[config.mk]
export PLATFORM = sky130hd
export DESIGN_NAME = idli_sqi_ctrl_m
export DESIGN_NICKNAME = d
export VERILOG_FILES = /design/src/rtl/idli_pkg.sv /design/src/rtl/idli_sqi_arb_m.sv /design/src/rtl/idli_sqi_ctrl_m.sv
export SDC_FILE = /design/constraint.sdc
export NUM_CORES = 1
export LEC_CHECK = 0
export BUFFER_PORTS_ARGS = -buffer_cell sky130_fd_sc_hd__buf_2
export CORE_MARGIN = 10
export CORE_UTILIZATION = 48
export DETAILED_ROUTE_END_ITERATION = 6
export GPL_ROUTABILITY_DRIVEN = 0
export GPL_TIMING_DRIVEN = 0
export PLACE_DENSITY = 0.87
export SLEW_MARGIN = 20
export SYNTH_ARGS = -nofsm -noshare
export SYNTH_HDL_FRONTEND = slang
export SYNTH_SLANG_ARGS = --single-unit
[constraint.sdc]
create_clock -name i_sqi_gck -period 2.2 [get_ports i_sqi_gck]
set_clock_uncertainty 0.2 [all_clocks]
set_input_delay 0.44 -clock i_sqi_gck [delete_from_list [all_inputs] [get_ports i_sqi_gck]]
set_output_delay 0.44 -clock i_sqi_gck [all_outputs]
set_load 0.01 [all_outputs]
[src/rtl/idli_pkg.sv]
// Shared types and constants for the idli core's memory-side logic.
package idli_pkg;

  typedef enum logic {
    SQI_IO_MODE_IN,
    SQI_IO_MODE_OUT
  } sqi_io_mode_t;

  typedef enum logic [2:0] {
    INIT, IDLE, CMD, ADDR, DUMMY, DATA, DESEL
  } sqi_ctrl_state_t;

  typedef enum logic {
    SQI_OWNER_IFU,
    SQI_OWNER_LSU
  } sqi_owner_t;

  localparam logic [7:0] SQI_CMD_READ  = 8'h03;
  localparam logic [7:0] SQI_CMD_WRITE = 8'h02;
  localparam logic [7:0] SQI_CMD_EQIO  = 8'h38;

  // Nibble idx of a word, MSB nibble first.
  function automatic logic [3:0] sqi_nib(input logic [15:0] w, input logic [1:0] idx);
    logic [15:0] s;
    s = w << {idx, 2'b00};
    return s[15:12];
  endfunction

endpackage

[src/rtl/idli_sqi_arb_m.sv]
// Two-way round-robin arbiter: bit 0 = IFU, bit 1 = LSU.
module idli_sqi_arb_m
  import idli_pkg::*;
(
  input  logic       i_clk,
  input  logic       i_rst_n,
  input  logic [1:0] i_req,
  input  logic       i_advance,
  output logic [1:0] o_grant,
  output sqi_owner_t o_owner
);

  sqi_owner_t r_last;

  always_comb begin
    o_grant = i_req;
    if (i_req == 2'b11) o_grant = (r_last == SQI_OWNER_LSU) ? 2'b01 : 2'b10;
    o_owner = o_grant[1] ? SQI_OWNER_LSU : SQI_OWNER_IFU;
  end

  always_ff @(posedge i_clk or negedge i_rst_n) begin
    if (!i_rst_n)                    r_last <= SQI_OWNER_LSU;
    else if (i_advance && |i_req)    r_last <= o_owner;
  end

endmodule

[src/rtl/idli_sqi_ctrl_m.sv]
// SQI serial SRAM sequencer: EQIO init, then one 16-bit read/write per grant
// between the fetch and load/store requesters.
module idli_sqi_ctrl_m
  import idli_pkg::*;
#(
  parameter bit INIT_EN = 1'b1
) (
  input  logic         i_sqi_gck,
  input  logic         i_sqi_rst_n,
  input  logic         i_sqi_ifu_req,
  input  logic [15:0]  i_sqi_ifu_addr,
  output logic         o_sqi_ifu_ack,
  output logic         o_sqi_ifu_done,
  input  logic         i_sqi_lsu_req,
  input  logic         i_sqi_lsu_wr,
  input  logic [15:0]  i_sqi_lsu_addr,
  input  logic [15:0]  i_sqi_lsu_wdata,
  output logic         o_sqi_lsu_ack,
  output logic         o_sqi_lsu_done,
  output logic [15:0]  o_sqi_rdata,
  output logic         o_sqi_sck,
  output logic         o_sqi_cs,
  output sqi_io_mode_t o_sqi_io_mode,
  input  logic [3:0]   i_sqi_sio,
  output logic [3:0]   o_sqi_sio
);

  sqi_ctrl_state_t r_state, w_nxt;
  logic [2:0]  r_beat, w_last_beat;
  logic        r_ph, r_run, r_from_init, r_wr;
  sqi_owner_t  r_owner, w_owner;
  logic [15:0] r_addr, r_wdata, r_rdata;
  logic [11:0] r_shift;
  logic [1:0]  w_grant;
  logic        w_adv, w_state_end, w_done;
  logic [7:0]  w_cmd;

  // r_run holds everything quiet for the first cycle after reset release,
  // so reset alone never exposes an active INIT or a grant.
  assign w_adv = r_run && (r_state == IDLE) && (i_sqi_ifu_req || i_sqi_lsu_req);

  idli_sqi_arb_m u_arb (
    .i_clk     (i_sqi_gck),
    .i_rst_n   (i_sqi_rst_n),
    .i_req     ({i_sqi_lsu_req, i_sqi_ifu_req}),
    .i_advance (w_adv),
    .o_grant   (w_grant),
    .o_owner   (w_owner)
  );

  always_comb begin
    w_last_beat = 3'd0;
    case (r_state)
      INIT:        w_last_beat = 3'd7;
      CMD, DUMMY:  w_last_beat = 3'd1;
      ADDR, DATA:  w_last_beat = 3'd3;
      default:     w_last_beat = 3'd0;
    endcase
  end

  assign w_state_end = r_ph && (r_beat == w_last_beat);

  always_comb begin
    w_nxt = r_state;
    case (r_state)
      IDLE:    if (w_adv) w_nxt = CMD;
      INIT:    if (w_state_end) w_nxt = DESEL;
      CMD:     if (w_state_end) w_nxt = ADDR;
      ADDR:    if (w_state_end) w_nxt = r_wr ? DATA : DUMMY;
      DUMMY:   if (w_state_end) w_nxt = DATA;
      DATA:    if (w_state_end) w_nxt = DESEL;
      DESEL:   if (w_state_end) w_nxt = IDLE;
      default: w_nxt = IDLE;
    endcase
  end

  always_ff @(posedge i_sqi_gck or negedge i_sqi_rst_n) begin
    if (!i_sqi_rst_n) begin
      r_state     <= INIT_EN ? INIT : IDLE;
      r_beat      <= 3'd0;
      r_ph        <= 1'b0;
      r_run       <= 1'b0;
      r_from_init <= INIT_EN;
      r_owner     <= SQI_OWNER_LSU;
      r_wr        <= 1'b0;
      r_addr      <= 16'h0;
      r_wdata     <= 16'h0;
      r_shift     <= 12'h0;
      r_rdata     <= 16'h0;
    end else if (!r_run) begin
      r_run <= 1'b1;
    end else begin
      r_state <= w_nxt;
      if (r_state != IDLE) begin
        r_ph <= ~r_ph;
        if (w_state_end) r_beat <= 3'd0;
        else if (r_ph)   r_beat <= r_beat + 3'd1;
      end
      if (w_adv) begin
        r_from_init <= 1'b0;
        r_owner     <= w_owner;
        r_wr        <= w_grant[1] && i_sqi_lsu_wr;
        r_addr      <= w_grant[1] ? i_sqi_lsu_addr : i_sqi_ifu_addr;
        r_wdata     <= i_sqi_lsu_wdata;
      end
      // Read nibbles are taken on the gck edge that closes the SCK-high phase.
      if (r_state == DATA && !r_wr && r_ph) begin
        r_shift <= {r_shift[7:0], i_sqi_sio};
        if (r_beat == 3'd3) r_rdata <= {r_shift, i_sqi_sio};
      end
    end
  end

  assign w_cmd = r_wr ? SQI_CMD_WRITE : SQI_CMD_READ;

  always_comb begin
    o_sqi_cs      = 1'b1;
    o_sqi_sck     = 1'b0;
    o_sqi_io_mode = SQI_IO_MODE_IN;
    o_sqi_sio     = 4'h0;
    if (r_run) begin
      case (r_state)
        INIT: begin
          o_sqi_cs = 1'b0; o_sqi_sck = r_ph; o_sqi_io_mode = SQI_IO_MODE_OUT;
          o_sqi_sio = {3'b000, SQI_CMD_EQIO[3'd7 - r_beat]};
        end
        CMD: begin
          o_sqi_cs = 1'b0; o_sqi_sck = r_ph; o_sqi_io_mode = SQI_IO_MODE_OUT;
          o_sqi_sio = r_beat[0] ? w_cmd[3:0] : w_cmd[7:4];
        end
        ADDR: begin
          o_sqi_cs = 1'b0; o_sqi_sck = r_ph; o_sqi_io_mode = SQI_IO_MODE_OUT;
          o_sqi_sio = sqi_nib(r_addr, r_beat[1:0]);
        end
        DUMMY: begin
          o_sqi_cs = 1'b0; o_sqi_sck = r_ph;
        end
        DATA: begin
          o_sqi_cs = 1'b0; o_sqi_sck = r_ph;
          if (r_wr) begin
            o_sqi_io_mode = SQI_IO_MODE_OUT;
            o_sqi_sio     = sqi_nib(r_wdata, r_beat[1:0]);
          end
        end
        default: ;
      endcase
    end
  end

  assign w_done         = r_run && (r_state == DESEL) && !r_ph && !r_from_init;
  assign o_sqi_ifu_done = w_done && (r_owner == SQI_OWNER_IFU);
  assign o_sqi_lsu_done = w_done && (r_owner == SQI_OWNER_LSU);
  assign o_sqi_ifu_ack  = w_adv && w_grant[0];
  assign o_sqi_lsu_ack  = w_adv && w_grant[1];
  assign o_sqi_rdata    = r_rdata;

endmodule

==> results.md, run 1 <==
- Worst vdd ir: 0.000547 V
- Clock buffer depth: 2
- Count of final max-slew check failures: 0
- Final hold violation count: 0
- Count of endpoints failing setup in the final report: 13
- Post-Synthesis Mean Instance Area: 10.5 sq um
- Vertical die dimension: 106 um
- Global Route Usage Sum: 17.4%
- Leakage power: 0.00241 uW
- Post-synthesis instance area: 0.00352 sq mm
- Worst-path maximum fanout: 10
- Detailed-route vias per instance: 5.64
- Post-synthesis cell type with the largest combined area: dfrtp_1
- GRT met2 Usage: 29.7%
- CTS tree: built
- Crit Reg-Reg Startpoint: r_state[2]$_DFFE_PN0P_
- Area enclosed by the die boundary: 0.0112 sq mm
- Count of antenna-violating nets left after detailed routing: 0
- Clock Tree Root: clkbuf_8
- Warning count from the yosys run: 0
- Number of standard-cell rows in the floorplan: 31
- Final worst hold slack: 0.0844 ns
- Worst slew pin tran: 0.526 ns
- Count of input and output buffers: 83
- MaxCap Viol Count: 0
- Io pins: 84
- DRC violation total after the first TritonRoute iteration: 208
- Met1 Usage GRT: 20.0%
- Largest net degree at the start of global routing: 38
- Pint: 3450 uW
- Instance count of the mapped netlist: 336
- Net switching power: 1930 uW
- RSZ-0062 raised after global routing: yes
- Setup slack of the critical path after layout: -0.320 ns
- Post-route standard cell area excluding fillers: 0.00476 sq mm
- Number of antenna violations at the first check in global routing: 0
- Core occupancy in the finished layout: 66.0%
- Power density of the placed cells: 1130 mW/mm^2
- Chip width: 106 um
- Clock transition at the registers of the reported paths: 0.07 ns
- Met3 track demand over resource in global routing: 4.32%
- Area growth syn-to-layout: 35.2%
- Vias in the first global route: 3,291
- Yosys top cell area share: 49.0%
- Number of diodes added for antenna fixing: 0
- Clock latency on the worst-skew pair: 0.35 ns
- TritonCTS buffer count: 9
- H-Tree Depth: 3
- Total number of vias: 3,154
- Max Clock Freq: 0.397 GHz
- Logic depth of the worst register-to-register path: 8
- Net Sw Frac: 35.9%
- Number of design rule violations left after detail routing: 0
- Final Routed Wirelength: 10.4 mm
- Number of clock sinks: 72
- Clock Power Share: 19.9%
- Outcome: finished with violations
- Portion of the clock cycle consumed by the worst path in the final layout: 115%
- HPWL after DPL: 6.61 mm
- Violated checks: negative setup slack
- Sequential area share after synthesis: 51.2%
- Class of the most critical hold timing path: primary input to register
- Post-placement setup slack: -0.292 ns
- Post-synthesis net count: 398
- Endpoint with the worst hold slack: r_wdata[6]$_DFFE_PN0P_
- Post-DP Area: 0.00410 sq mm
- Hold Path Cell Cnt: 3
- Critical path start-end classification: register to output pin
- Most congested layer reported by global routing: met2
- Startpoint of the tightest hold check path: i_sqi_lsu_wdata[6]
- Routed len/inst: 18.5 um
- Kind of launch point of the worst setup path: register
- Part of the power in combinational logic: 42.0%
- Headroom to the max-slew limit: 65.0%
- Top cells by area in the synthesized netlist: dfrtp_1 49%, mux2_2 8.9%, nand2_1 8.5%, mux2i_1 6.2%, o21ai_0 3.8%
- Netlist cell types: 44
- GR Overflow Total: 0
- DRT Pass-1 Iters: 5
- Global-route wire length before repair: 15.9 mm
- Initial core utilization: 48.9%
- Worst R2R Setup Slack: -0.22 ns
- Worst Path Required: 1.56 ns
- Synthesized flop and latch total: 72
- Portion of total power attributed to sequential cells: 38.1%
- Crit path time final: 2.52 ns
- Core area: 0.00721 sq mm
- Number of nets in the final layout: 517
- Crit Reg-Reg Endpoint: r_state[1]$_DFFE_PN0P_
- Kind of end point of the critical path: output pin
- Signal arrival time at the worst endpoint: 1.88 ns
- Share of layout cells above drive strength 1: 45.9%
synthesized netlist by cell type, drive strengths merged:
cell    instances
nand2          80
a221oi          1
nand4           4
and2b           1
ha              5
a32oi           2
a22o            1
o21ai          27
nand3b          1
o31ai           2
clkbuf         14
o21a            1
dfrtp          69
xnor2           2
nor2b           4
nor2            9
a21boi          1
or2             2
or4             2
inv             8
a211oi          1
nor3b           1
and3            1
a22oi           1
xor2            1
buf             7
o21bai          1
a31oi           3
mux2i          22
nor3            4
nand4b          1
a21oi           5
and4            1
conb            1
a211o           1
and2            1
nand2b          2
dfstp           3
mux4            6
a21o            3
or3             2
mux2           28
nand3           4
cell usage in the layout, fill, tap and decap left out, types with 2 or more instances in the layout:
| cell | n |
|---|---|
| buf_2 | 84 |
| nand2_1 | 76 |
| dfrtp_1 | 66 |
| mux2_2 | 28 |
| buf_4 | 25 |
| mux2i_1 | 21 |
| o21ai_0 | 21 |
| clkbuf_8 | 12 |
| buf_6 | 8 |
| nor2_1 | 7 |
| mux4_2 | 6 |
| inv_1 | 5 |
| nand4_1 | 4 |
| clkbuf_2 | 4 |
| o21ai_1 | 3 |
| nand2_2 | 3 |
| a21oi_2 | 3 |
| a21o_1 | 3 |
| ha_1 | 3 |
| clkbuf_1 | 3 |
| dfrtp_2 | 3 |
| dfstp_2 | 3 |
| inv_4 | 2 |
| nor2b_1 | 2 |
| buf_8 | 2 |
| nor3_2 | 2 |
| o21ai_2 | 2 |
| a21oi_1 | 2 |
| nor2b_4 | 2 |
| a32oi_1 | 2 |
| nand3_1 | 2 |
| xnor2_1 | 2 |
| nand2b_1 | 2 |
| or3_1 | 2 |
| o31ai_1 | 2 |
| a31oi_1 | 2 |
| ha_4 | 2 |
worst max-delay path, stage by stage, from the launching register on:
cell      delay (ns)
dfrtp_1         0.38
buf_4           0.18
clkbuf_8        0.18
a211oi_1        0.26
o21ai_1         0.13
a31oi_2         0.23
buf_2           0.17
layer usage:
metal,vias to the layer above,routed length [um],share of wire [%]
met5,-,0,0
met4,0,487,4.7
met3,55,746,7.2
met2,186,5170,50
met1,1515,3950,38
li1,1398,-,-
cell families after synthesis:
kind of cell / synth area share [%]
simple gates: 15.0
flops: 51.2
mux: 19.0
compound gates: 8.56
buf+inv: 3.34
fa+ha+maj: 1.77
xor+xnor: 0.959
other cells: 0.106
state kept, by name (all words and copies together) (netlist names), 3 cells and up:
register,cells
r_shift,12
o_sqi_rdata,16
r_state,3
r_addr,16
r_beat,3
r_wdata,16
power groups by stage:
stage,Sequential (uW),Combinational (uW),Clock [uW]
floorplan,1920,1150,0
global placement,1970,1450,0
detailed placement,2010,1510,0
CTS,2000,1890,1080
global route,2070,2430,1140
finish,2050,2260,1070
final cells by class:
cell class | instances | area, sq um
flip-flops and latches | 72 | 1810
fillers | 526 | 2450
repair buffers | 111 | 697
multi-input cells | 235 | 1760
plain buffers | 18 | 139
inverters | 8 | 35.0
well taps | 99 | 124
clock buffers | 14 | 163
clock inverters | 2 | 37.5
worst max path at each step:
stage	cells past startpoint	end	startpoint	slack, ns
after global placement	6	o_sqi_sio[1]	r_state[1]$_DFFE_PN0P_	-0.27
after detailed placement	7	r_wdata[5]$_DFFE_PN0P_	r_state[1]$_DFFE_PN0P_	-0.29
final	6	o_sqi_sio[0]	r_state[0]$_DFFE_PN0P_	-0.32
after global routing	6	o_sqi_sio[0]	r_state[0]$_DFFE_PN0P_	-0.39
after floorplan	7	r_state[1]$_DFFE_PN0P_	r_state[2]$_DFFE_PN0P_	0.05
after CTS	8	o_sqi_sio[0]	r_beat[0]$_DFFE_PN0P_	-0.28
stage by stage:
step,setup TNS (ns),power (uW),cells
after floorplan,0,3070,336
after global placement,-6.55,3420,518
after detailed placement,-10.25,3520,519
after CTS,-1.63,4970,548
after global routing,-3.38,5640,559
final,-2.32,5370,559
what timing repair did:
item	CTS	global route
hold buffers	1	0
pin swaps	13	14
gates resized for setup	51	40
buffers inserted	13	12
cloned	1	0
hold endpoints to repair	35	0
setup endpoints to repair	61	59
Power figures use the tool's default switching activity.
==> run 2, diff against run 1 <==
--- a/config.mk
+++ b/config.mk
@@ -6,7 +6,7 @@
 export NUM_CORES = 1
 export LEC_CHECK = 0
 export BUFFER_PORTS_ARGS = -buffer_cell sky130_fd_sc_hd__buf_2
-export CORE_MARGIN = 10
+export CORE_MARGIN = 2
 export CORE_UTILIZATION = 48
 export DETAILED_ROUTE_END_ITERATION = 6
 export GPL_ROUTABILITY_DRIVEN = 0
==> run 2 against run 1 <==
  * The run still ends with negative setup slack left
  * Clock power up 6%
  * Die area down 28%
  * Cell count down 1.3%
  * Wire length down 14%
  * Combinational power down 12%
  * Register-to-register slack better by 0.11 ns
  * Non-clock buffer count down 7
  * Critical endpoint is now o_sqi_sio[2]
==> results.md, run 2 (same netlist as run 1, synthesis figures left out) <==
- Outcome: finished with violations
- Violated checks: negative setup slack
- Worst slew pin tran: 0.517 ns
- Signal arrival time at the worst endpoint: 1.88 ns
- Count of final max-slew check failures: 0
- Clock Tree Root: clkbuf_8
- Net Sw Frac: 34.7%
- Headroom to the max-slew limit: 65.5%
- Final hold violation count: 0
- Cell total after placement: 519
- Leading cell type in the layout, fill and taps excluded: buf_2
- Leakage power: 0.00237 uW
- Critical path start-end classification: register to output pin
- Total number of vias: 3,029
- Clock latency on the worst-skew pair: 0.35 ns
- Clock Power Share: 22.2%
- Net switching power: 1780 uW
- CTS tree: built
- Worst Path Required: 1.56 ns
- Portion of the clock cycle consumed by the worst path in the final layout: 115%
- Initial core utilization: 49.1%
- Crit path time final: 2.52 ns
- Number of antenna violations at the first check in global routing: 0
- Top library cells by usage in the layout, fill and taps aside: 84 x buf_2, 78 x nand2_1, 65 x dfrtp_1
- Final Routed Wirelength: 8.92 mm
- Worst vdd ir: 0.000602 V
- Largest incremental delay on the critical path: 0.51 ns
- Class of the most critical hold timing path: primary input to register
- Global-route wire length before repair: 14.1 mm
- Power density of the placed cells: 1100 mW/mm^2
- Area growth syn-to-layout: 32.1%
- Number of standard-cell rows in the floorplan: 31
- Number of nets in the final layout: 510
- Cell with the largest stage delay on the worst path: mux4_2
- Io pins: 84
- Share of layout cells above drive strength 1: 43.7%
- Worst-path maximum fanout: 8
- Core area: 0.00718 sq mm
- RSZ-0062 raised after global routing: yes
- Count of endpoints failing setup in the final report: 11
- DRT Pass-1 Iters: 5
- Clock buffer depth: 2
- Pint: 3340 uW
- Count of input and output buffers: 83
- Number of diodes added for antenna fixing: 0
- Number of clock sinks: 72
- Chip width: 89.7 um
- Critical Path, Cell by Cell: buf_8 > mux4_2 > a32oi_1 > nor2_1 > buf_2
- Setup slack of the critical path after layout: -0.322 ns
- MaxCap Viol Count: 0
- Vertical die dimension: 89.7 um
- Clock transition at the registers of the reported paths: 0.07 ns
- TritonCTS buffer count: 9
- Kind of launch point of the worst setup path: register
- Largest net degree at the start of global routing: 50
- GR Overflow Total: 0
- Number of design rule violations left after detail routing: 0
- Core occupancy in the finished layout: 64.9%
- PnR Total Power: 5120 uW
- Part of the power in combinational logic: 38.7%
- HPWL after DPL: 5.77 mm
- DRC violation total after the first TritonRoute iteration: 226
- Area enclosed by the die boundary: 0.00804 sq mm
- Count of antenna-violating nets left after detailed routing: 0
- Detailed-route vias per instance: 5.49
- H-Tree Depth: 3
- Portion of total power attributed to sequential cells: 39.2%
- Routed len/inst: 16.2 um
- Max Clock Freq: 0.397 GHz
- Count of non-filler cells in the finished layout: 552
- Global Route Usage Sum: 23.5%
- Kind of end point of the critical path: output pin
- Vias in the first global route: 3,021
==> run 2: cell types whose count changed in the layout (fill, tap and decap cells not counted), sizes merged <==
cell	before	now
bufinv	1	2
inv	8	7
clkinvlp	1	2
bufbuf	1	0
clkbuf	20	18
clkinv	0	2
buf	121	114
==> run 2: area by class of cell <==
cell class,count,area (sq um)
repair buffers,104,612
plain buffers,18,148
clock inverters,5,81.3
well taps,99,124
multi-input cells,235,1710
flip-flops and latches,72,1810
fillers,538,2520
inverters,8,36.3
clock buffers,11,131
==> run 2: path summary, 6_finish.rpt <==
check	start	end	slack [ns]	cells after the start
max	r_beat[0]$_DFFE_PN0P_	o_sqi_sio[2]	-0.32	5
min	i_sqi_lsu_wdata[11]	r_wdata[11]$_DFFE_PN0P_	0.08	3
max reg2reg	r_state[2]$_DFFE_PN0P_	r_state[1]$_DFFE_PN0P_	-0.11	7
min reg2reg	r_wdata[6]$_DFFE_PN0P_	r_wdata[6]$_DFFE_PN0P_	0.28	2
max in group asynchronous	i_sqi_rst_n	r_owner$_DFFE_PN1P_	0.87	3
min in group asynchronous	i_sqi_rst_n	o_sqi_rdata[7]$_DFFE_PN0P_	0.34	2
==> run 2: through the flow <==
step | setup WS [ns] | instance area (sq um) | hold slack [ns] | TNS (ns)
2_1_floorplan | 0.0519 | 3540 | -0.0556 | 0
3_3_place_gp | -0.258 | 4080 | 0.253 | -6.32
3_5_place_dp | -0.323 | 4110 | 0.167 | -11.23
4_1_cts | -0.296 | 4560 | 0.0738 | -1.44
5_1_grt | -0.406 | 4660 | 0.0902 | -2.42
6_report | -0.322 | 4660 | 0.0815 | -1.73
==> run 2: repair_timing <==
| action | CTS | global route |
|---|---|---|
| pin swaps | 4 | 7 |
| endpoints found under the hold margin | 23 | 0 |
| endpoints found under the setup margin | 61 | 59 |
| setup buffers | 15 | 4 |
| gates resized for setup | 45 | 29 |
| hold buffers | 1 | 0 |
==> run 2: critical path, delay by kind of cell (launching register included) <==
kind,cells,cell delay (ns)
buffers and inverters,2,0.30
DFF,1,0.41
AOI/OAI and AO/OA,1,0.23
and+or+nand+nor,1,0.09
muxes,1,0.51
==> run 2: power by group through the flow <==
| stage | Sequential (uW) | Combinational [uW] | Clock, uW |
|---|---|---|---|
| 6_report | 2000 | 1980 | 1130 |
| 5_1_grt | 2050 | 2170 | 1200 |
| 4_1_cts | 1990 | 1830 | 1150 |
| 3_5_place_dp | 1990 | 1530 | 0 |
| 3_3_place_gp | 1970 | 1450 | 0 |
| 2_1_floorplan | 1920 | 1150 | 0 |
==> run 2: per-layer routing <==
layer	up-vias	GRT usage (%)	part of all wire (%)
met1	1445	29.2	39
li1	1387	-	-
met4	0	14.1	3.3
met2	161	38.1	50
met5	-	0	0
met3	36	4.48	7.2
==> run 3, diff against run 2 <==
--- a/config.mk
+++ b/config.mk
@@ -5,13 +5,14 @@
 export SDC_FILE = /design/constraint.sdc
 export NUM_CORES = 1
 export LEC_CHECK = 0
+export ABC_AREA = 1
 export BUFFER_PORTS_ARGS = -buffer_cell sky130_fd_sc_hd__buf_2
 export CORE_MARGIN = 2
 export CORE_UTILIZATION = 48
 export DETAILED_ROUTE_END_ITERATION = 6
 export GPL_ROUTABILITY_DRIVEN = 0
 export GPL_TIMING_DRIVEN = 0
-export PLACE_DENSITY = 0.87
+export PLACE_DENSITY = 0.86
 export SLEW_MARGIN = 20
 export SYNTH_ARGS = -nofsm -noshare
 export SYNTH_HDL_FRONTEND = slang
==> run 3 against run 2 <==
  * The flow still finishes with violations (negative setup slack)
  * First-iteration DRC count is 6.6% lower
  * Non-clock buffer count is 7 higher
  * Global-route usage is 0.74 points higher
  * Clock power is 4% lower
==> results.md, run 3 <==
- Number of diodes added for antenna fixing: 0
- Number of nets in the final layout: 621
- Clock buffer depth: 2
- TritonCTS buffer count: 9
- Final Routed Wirelength: 9.69 mm
- Fillcell total: 569
- Leakage power: 0.00245 uW
- CTS tree: built
- Area growth syn-to-layout: 36.4%
- Kind of cell adding the most delay to the critical path: flip-flops
- Initial core utilization: 49.2%
- Crit Reg-Reg Startpoint: r_state[1]$_DFFE_PN0P_
- Detailed-route vias per instance: 5.27
- Largest incremental delay on the critical path: 0.47 ns
- Share of layout cells above drive strength 1: 39.4%
- Top cells by area in the synthesized netlist: dfrtp_1 49%, nand2_1 16%, o21ai_0 4.8%, nor2_1 4.7%, inv_1 3.3%
- Final hold violation count: 0
- GR Overflow Total: 0
- Area of combinational cells with multiple inputs: 0.00168 sq mm
- Cell with the largest stage delay on the worst path: dfrtp_2
- Commonest cells in the synthesized netlist: 151 x nand2_1, 69 x dfrtp_1, 44 x nor2_1
- Crit Reg-Reg Endpoint: o_sqi_rdata[0]$_DFFE_PN0P_
- Power density of the placed cells: 1290 mW/mm^2
- Worst setup path startpoint: r_beat[0]$_DFFE_PN0P_
- Post-synthesis cell type with the largest combined area: dfrtp_1
- Global-route wire length before repair: 15.8 mm
- Global Route Usage Sum: 24.2%
- Top library cells by usage in the layout, fill and taps aside: 144 x nand2_1, 84 x buf_2, 63 x dfrtp_1
- Portion of the clock cycle consumed by the worst path in the final layout: 108%
- EDFF count, synth: 0
- Outcome: finished with violations
- Most used DFF post-synth: dfrtp_1
- Met1 Usage GRT: 29.3%
- Async set-reset flop share out of synthesis: 100%
- Io pins: 84
- Met3 track demand over resource in global routing: 4.44%
- Leading cell type in the layout, fill and taps excluded: nand2_1
- Vias in the first global route: 3,485
- Vertical die dimension: 90.0 um
- Clock latency on the worst-skew pair: 0.35 ns
- Most congested layer reported by global routing: met2
- Instance count of the mapped netlist: 439
- Violated checks: negative setup slack
- Yosys top cell area share: 48.7%
- Final worst hold slack: 0.0799 ns
- Count of endpoints failing setup in the final report: 9
- Kind of end point of the critical path: output pin
- Core area: 0.00721 sq mm
- Warning count from the yosys run: 0
- Clock transition at the registers of the reported paths: 0.08 ns
- Class of the most critical hold timing path: primary input to register
- WP buf/inv: 4
- Netlist cell types: 29
- Post-placement setup slack: -0.344 ns
- DRT Pass-1 Iters: 5
- Number of standard-cell rows in the floorplan: 31
- Post-synthesis instance area: 0.00355 sq mm
- RSZ-0062 raised after global routing: yes
- Synthesized flop and latch total: 72
- Number of clock sinks: 72
- Logic depth of the worst register-to-register path: 10
- MaxCap Viol Count: 0
- Sum of negative setup slack: -0.783 ns
- Number of design rule violations left after detail routing: 0
- Worst R2R Setup Slack: 0.15 ns
- Critical Path, Cell by Cell: inv_4 > buf_8 > buf_6 > o21ai_2 > o22ai_1 > nand2_1 > a21oi_2 > buf_2
- Setup slack of the critical path after layout: -0.166 ns
- Count of input and output buffers: 83
- H-Tree Depth: 3
- Hold Path Cell Cnt: 3
- Worst Path Required: 1.56 ns
- Count of final max-slew check failures: 0
- Total number of vias: 3,493
- Signal arrival time at the worst endpoint: 1.73 ns
- Sequential area share after synthesis: 50.9%
- HPWL after DPL: 6.21 mm
- Max Clock Freq: 0.423 GHz
- DRC violation total after the first TritonRoute iteration: 211
- Routed len/inst: 14.6 um
- Largest net degree at the start of global routing: 49
- Worst vdd ir: 0.000760 V
- Cell with the most instances after synthesis: nand2_1
- Storage element area: 0.00181 sq mm
- Crit path time final: 2.37 ns
- Kind of launch point of the worst setup path: register
- Endpoint with the worst hold slack: r_wdata[6]$_DFFE_PN0P_
- Count of antenna-violating nets left after detailed routing: 0
- Worst-path maximum fanout: 5
- Number of antenna violations at the first check in global routing: 0
- Area enclosed by the die boundary: 0.00809 sq mm
- Clock Tree Root: clkbuf_8
- Chip width: 90.0 um
- Critical path start-end classification: register to output pin
- Post-Synthesis Mean Instance Area: 8.08 sq um
- GRT met2 Usage: 41.9%
- Startpoint of the tightest hold check path: i_sqi_lsu_wdata[6]
- Post-synthesis net count: 501
==> run 3: cell types whose count changed after synthesis, moves of 10 or more <==
cell / delta
inv_1: +23
a31oi_1: +13
o21ai_2: +13
mux2_2: -28
mux2i_1: -22
nand2_1: +71
nor2_1: +35
nand3_1: +15
clkbuf_1: -10
==> run 3: worst reg2reg max path, delay by kind of cell (launching register included) <==
| family | cells | cell delay (ns) |
|---|---|---|
| buffers and inverters | 5 | 0.69 |
| DFF | 1 | 0.44 |
| and+or+nand+nor | 5 | 0.60 |
==> run 3: what timing repair did <==
item                                    4_1_cts  5_1_grt
hold endpoints to repair                     22        0
cloned                                        1        0
endpoints found under the setup margin       11       11
gates resized for setup                      56       46
setup buffers                                20        6
pin swaps                                    22       19
hold buffers                                  1        0
==> run 3: worst max-delay path by stage <==
stage,cells after the start,endpoint
after global placement,9,o_sqi_sio[0]
final,8,o_sqi_sio[2]
after global routing,8,o_sqi_sio[3]
after floorplan,8,o_sqi_sio[0]
after CTS,8,o_sqi_sio[0]
after detailed placement,9,o_sqi_sio[0]
==> run 3: routing by layer <==
layer	share of wire (%)	vias up
li1	-	1652
met1	38	1614
met2	51	180
met3	6.5	47
met4	4.4	0
met5	0	-
==> run 3: cell type report <==
class / count / share of cell area, %
clock buffers: 9 / 2.56
clock inverters: 7 / 1.66
repair buffers: 112 / 14.9
multi-input cells: 311 / 34.8
inverters: 36 / 3.00
plain buffers: 17 / 3.05
well taps: 99 / 2.56
flip-flops and latches: 72 / 37.5
==> run 3: stage by stage <==
stage | area (sq um) | utilization (%) | instances | total power [uW]
finish | 4840 | 67.0 | 663 | 6220
global route | 4840 | 67.0 | 663 | 6630
CTS | 4640 | 64.3 | 657 | 5760
detailed placement | 4120 | 57.0 | 622 | 4210
global placement | 4090 | 56.6 | 621 | 4100
floorplan | 3550 | - | 439 | 3580
==> run 3: cell families after synthesis <==
family	count (synthesis)	share of synthesized area, %
flops	72	50.9
other cells	1	0.106
buf+inv	56	7.41
fa+ha+maj	5	1.76
compound gates	80	14.1
simple gates	225	25.7
==> run 3: power by group <==
group	switching (uW)	internal, uW	leakage (uW)
clock	545	537	0.000102
combinational	1650	1240	0.00148
sequential	398	1850	0.000869
total	2600	3630	0.00245
